==> config.mk <==
export PLATFORM = sky130hd
export DESIGN_NAME = id_serialize_ctrl
export DESIGN_NICKNAME = d
export VERILOG_FILES = /design/src/rtl/id_serialize_ctrl.sv
export SDC_FILE = /design/constraint.sdc
export NUM_CORES = 1
export LEC_CHECK = 0
export BUFFER_PORTS_ARGS = -buffer_cell sky130_fd_sc_hd__buf_2
export CAP_MARGIN = 20
export CELL_PAD_IN_SITES_DETAIL_PLACEMENT = 1
export CELL_PAD_IN_SITES_GLOBAL_PLACEMENT = 2
export CORE_AREA = 2 2 56 84
export DETAILED_ROUTE_END_ITERATION = 10
export DIE_AREA = 0 0 58 86
export GPL_TIMING_DRIVEN = 0
export PLACE_DENSITY = 0.8
export SLEW_MARGIN = 40
export SYNTH_ARGS = -nofsm -noshare
export SYNTH_HDL_FRONTEND = slang
export SYNTH_SLANG_ARGS = --single-unit
==> constraint.sdc <==
create_clock -name clk_i -period 2.8 [get_ports clk_i]
set_clock_uncertainty 0.15 [all_clocks]
set_input_delay 0.14 -clock clk_i [delete_from_list [all_inputs] [get_ports clk_i]]
set_output_delay 0.14 -clock clk_i [all_outputs]
set_load 0.05 [all_outputs]
==> src/rtl/id_serialize_ctrl.sv <==
// id_serialize_ctrl: gates ID-stage fetch acceptance so serializing
// instructions (CSR, FENCE, FENCE.I, WFI, SFENCE.VMA, xRET) issue alone.
// A serializing instruction waits for the pipeline to drain, issues from
// slot 0 by itself, then holds younger instructions until it commits.
// A watchdog returns to idle if the commit never arrives.
// Optional feature macro: ID_SERIAL_PERF_EN enables the stall cycle counter
// on stall_cnt_o; without it stall_cnt_o is tied to zero.

module id_serialize_ctrl #(
  parameter int unsigned ISSUE_WIDTH = 2,
  parameter int unsigned MAX_WAIT    = 1024
) (
  input  logic                   clk_i,
  input  logic                   rst_ni,
  input  logic                   flush_i,
  input  logic [ISSUE_WIDTH-1:0] fetch_valid_i,
  input  logic [ISSUE_WIDTH-1:0] serial_i,
  input  logic [ISSUE_WIDTH-1:0] sent_i,
  input  logic                   issue_empty_i,
  input  logic                   sb_empty_i,
  input  logic                   commit_serial_i,
  output logic [ISSUE_WIDTH-1:0] allow_o,
  output logic                   busy_o,
  output logic                   timeout_o,
  output logic [31:0]            stall_cnt_o
);

  localparam int unsigned CNT_W = $clog2(MAX_WAIT + 1);
  localparam logic [CNT_W-1:0] WAIT_LAST = CNT_W'(MAX_WAIT - 1);

  typedef enum logic [1:0] {
    S_IDLE  = 2'd0,
    S_DRAIN = 2'd1,
    S_ISSUE = 2'd2,
    S_WAIT  = 2'd3
  } state_e;

  state_e                 state_q, state_d;
  logic [CNT_W-1:0]       wait_cnt_q, wait_cnt_d;
  logic                   timeout_q, timeout_d;
  logic [ISSUE_WIDTH-1:0] ser_hit;
  logic [ISSUE_WIDTH-1:0] idle_allow;
  logic [ISSUE_WIDTH-1:0] allow_c;

  // Only slot 0 handshake advances the FSM; the rest is observed for completeness.
  logic unused_sent;
  assign unused_sent = ^sent_i;

  assign ser_hit = fetch_valid_i & serial_i;

  // Allow every slot older than the oldest valid serializing instruction.
  always_comb begin
    logic found;
    found      = 1'b0;
    idle_allow = '0;
    for (int unsigned i = 0; i < ISSUE_WIDTH; i++) begin
      if (!found) begin
        if (ser_hit[i]) begin
          found = 1'b1;
        end else begin
          idle_allow[i] = 1'b1;
        end
      end
    end
  end

  // Next-state, watchdog and acceptance mask; flush overrides everything.
  always_comb begin
    state_d    = state_q;
    wait_cnt_d = wait_cnt_q;
    timeout_d  = 1'b0;
    allow_c    = '0;

    unique case (state_q)
      S_IDLE: begin
        allow_c = idle_allow;
        if (ser_hit[0]) begin
          state_d = S_DRAIN;
        end
      end
      S_DRAIN: begin
        if (issue_empty_i && sb_empty_i) begin
          state_d = S_ISSUE;
        end
      end
      S_ISSUE: begin
        allow_c = ISSUE_WIDTH'(1);
        if (sent_i[0]) begin
          state_d    = S_WAIT;
          wait_cnt_d = '0;
        end
      end
      S_WAIT: begin
        if (commit_serial_i) begin
          state_d    = S_IDLE;
          wait_cnt_d = '0;
        end else if (wait_cnt_q == WAIT_LAST) begin
          state_d    = S_IDLE;
          wait_cnt_d = '0;
          timeout_d  = 1'b1;
        end else begin
          wait_cnt_d = wait_cnt_q + CNT_W'(1);
        end
      end
      default: begin
        state_d    = S_IDLE;
        wait_cnt_d = '0;
      end
    endcase

    if (flush_i) begin
      state_d    = S_IDLE;
      wait_cnt_d = '0;
      timeout_d  = 1'b0;
      allow_c    = '0;
    end
  end

  // State, watchdog counter and timeout pulse registers.
  always_ff @(posedge clk_i or negedge rst_ni) begin
    if (!rst_ni) begin
      state_q    <= S_IDLE;
      wait_cnt_q <= '0;
      timeout_q  <= 1'b0;
    end else begin
      state_q    <= state_d;
      wait_cnt_q <= wait_cnt_d;
      timeout_q  <= timeout_d;
    end
  end

  assign allow_o   = allow_c;
  assign busy_o    = (state_q != S_IDLE);
  assign timeout_o = timeout_q;

`ifdef ID_SERIAL_PERF_EN
  logic [31:0] stall_cnt_q, stall_cnt_d;

  // Count drain and wait cycles, saturating; flush does not clear it.
  always_comb begin
    stall_cnt_d = stall_cnt_q;
    if (((state_q == S_DRAIN) || (state_q == S_WAIT)) && (stall_cnt_q != 32'hFFFF_FFFF)) begin
      stall_cnt_d = stall_cnt_q + 32'd1;
    end
  end

  // Stall counter register.
  always_ff @(posedge clk_i or negedge rst_ni) begin
    if (!rst_ni) begin
      stall_cnt_q <= 32'd0;
    end else begin
      stall_cnt_q <= stall_cnt_d;
    end
  end

  assign stall_cnt_o = stall_cnt_q;
`else
  assign stall_cnt_o = 32'd0;
`endif

endmodule

==> results.toml <==
[timing]
setup_slack_ns = 0.6594
drv_slew = 0
fmax_ghz = 0.4672
fin_crit_ns = 2.141
finalHoldViolCount = 0
setup_violations = 0
hold_slack_ns = 0.1017
rsz0062_at_grt = "no"
fin_setup_tns_ns = 0
finalCritPeriodShare_pct = 76.45

[global_routing]
grt.total_usage_pct = 11.64
grt_max_degree = 15
globalRouteOverflowTotal = 0
grt_pass1_vias = 1012
grt_pass1_wl_um = 4595
grt_antenna_before_repair = 0

[synth]
yosys-top-cells-area = "dfrtp_1 30%, buf_4 20%, ha_1 6.3%"
synth-main-ff-cell = "dfrtp_1"
yosysTopAreaCellShare_pct = 29.60
yosysSeqAreaShare_pct = 29.60
async_flop_share_pct = 100.0
yosys-top-cells-count = "32 x buf_4, 14 x dfrtp_1, 11 x nand2_1, 9 x nor2_1"
synth-seq-cells = 14
postSynthAreaPerCell_sq_um = 8.703
synthDistinctLibCells = 38
postSynthCellCount = 136
synth_area_sq_um = 1184
synth_edf_count = 0
synth.most_common_cell = "buf_4"
yosysWarningCount = 0
synth_top_area_cell = "dfrtp_1"

[routing]
drt-vias-per-instance = 4.303
wirelength_um = 2653
wl_met1_um = 1090
post-route-drc-count = 0
drt_iter0_drc = 29
wl_per_cell_um = 11.48
first_pass_iters = 2
num_vias = 994
antenna_left = 0
top_layer_used = "met4"
routed-wl-met3_um = 194
met2_length_um = 1355

[worst_setup_path]
cp.arrival_ns = 2.14
cp_max_fo = 9
cp.required_ns = 2.80
cp-start-kind = "flip-flop"
rr_startpoint = "state_q[0]"
setup.worst_path.class = "flip-flop to flip-flop"
crit_path_end_kind = "flip-flop"
startpoint = "state_q[0]"

[placement]
gp_congestion = 0.7309
port_buffers = 13
hpwlAfterDp_um = 2135
detailedPlace.worstSlack_ns = 0.6200

[layout]
regArea_sq_um = 350.3
nFillCells = 540
drive_gt1_share_pct = 31.89
area_growth_pct = 25.69
layout.nets = 204
multi_input_area_sq_um = 638.1
antenna_cells = 0

[floorplan]
die_y_um = 86
coreArea_sq_um = 4209
start_util_pct = 28.12
ios = 48
die_w_um = 58
die-area_sq_um = 4988
rows = 29

[clock_tree]
clkSlewWorstSetupHoldPaths_ns = 0.06
cts_resized = 0
cts_root_buf = "clkbuf_8"
insertion_delay_ns = 0.25
numCtsBuffers = 3
cts_tree = "done"
clockBufferDepth = 2
cts-htree-levels = 1
cts_sinks = 14

[power]
p_per_area_nw_per_um2 = 530.7
p_leak_uw = 0.0007870
fin_total_pwr_uw = 789.5
ir_drop_uv = 243.4

[outcome]
status = "complete, no violations"

[flow_run]
cap_viol_max_count = 0

[worst_hold_path]
min-delay-start = "commit_serial_i"
hp-class = "primary input to flip-flop"
-- flip-flops by register name (all words and copies together), names as in the netlist --
register    flops
state_q         2
wait_cnt_q     11
timeout_o       1
-- critical path, cell delays in order, from the launching register on --
cell and delay, ns:
dfrtp_1 0.42, inv_1 0.12, ha_1 0.22, nor2b_1 0.26, o21ba_2 0.17, clkbuf_1 0.33
nand2_1 0.10, a311oi_1 0.28
-- where the power goes --
part           switching (uW)  internal, uW  total, uW
sequential               12.4           212        225
combinational             258           110        369
clock                    71.6           124        196
-- metal layers --
layer / track usage (%) / vias up
met5: 0 / -
met4: 2.537 / 0
met3: 2.866 / 2
met2: 20.45 / 33
met1: 14.10 / 455
li1: - / 504
-- cells in the final DEF (no fill, tap or decap), types with 3 or more instances in the layout --
| cell type | netlist | routed |
|---|---|---|
| a31oi_1 | 4 | 4 |
| buf_6 | 3 | 3 |
| ha_1 | 6 | 6 |
| inv_1 | 4 | 4 |
| buf_4 | 32 | 32 |
| o21ai_1 | 3 | 3 |
| and4_1 | 3 | 3 |
| nand3_1 | 3 | 3 |
| a21oi_1 | 5 | 5 |
| buf_2 | 1 | 14 |
| nand2_1 | 11 | 11 |
| clkbuf_8 | 1 | 5 |
| conb_1 | 1 | 32 |
| nand2b_1 | 3 | 3 |
| nand4_1 | 3 | 3 |
| o21ai_0 | 6 | 6 |
| dfrtp_1 | 14 | 14 |
| nor2_1 | 9 | 9 |
-- through the flow --
step / util [%] / cells / instance area, sq um
2_1_floorplan: - / 167 / 1300
5_1_grt: 35.34 / 231 / 1488
3_3_place_gp: 33.80 / 226 / 1423
3_5_place_dp: 33.80 / 226 / 1423
6_report: 35.34 / 231 / 1488
4_1_cts: 35.34 / 231 / 1488
-- repair_timing --
action,in CTS,in global routing
hold buffers,1,0
endpoints found under the setup margin,0,0
hold endpoints to repair,14,0
setup buffers,0,0
-- cells by family (layout without fill, tap and decap cells) --
kind of cell	count (synthesis)	in the layout	synth area share (%)
AO/OA/AOI/OAI	31	31	18.18
adder cells (fa/ha/maj)	6	6	6.342
buffers and inverters	42	60	26.32
flip-flops	14	14	29.60
other	1	32	0.3168
AND/OR/NAND/NOR	42	42	19.24
-- path summary, 6_finish.rpt --
| path | to | slack (ns) | cells past startpoint |
|---|---|---|---|
| setup / recovery | wait_cnt_q[9] | 0.66 | 7 |
| hold / removal | wait_cnt_q[10] | 0.10 | 4 |
| setup reg to reg | wait_cnt_q[9] | 0.66 | 7 |
| hold reg to reg | wait_cnt_q[3] | 0.37 | 1 |
| max in group asynchronous | state_q[0] | 2.07 | 2 |
| min in group asynchronous | wait_cnt_q[9] | 0.17 | 2 |
-- cell type report --
class / count / area share, %
Inverter: 4 / 1.009
Multi-Input combinational cell: 111 / 42.89
Buffer: 38 / 19.93
Tap cell: 46 / 3.869
Timing Repair Buffer: 14 / 5.046
Clock buffer: 4 / 3.701
Sequential cell: 14 / 23.55
Note: power is estimated with default switching activity, not from simulation.
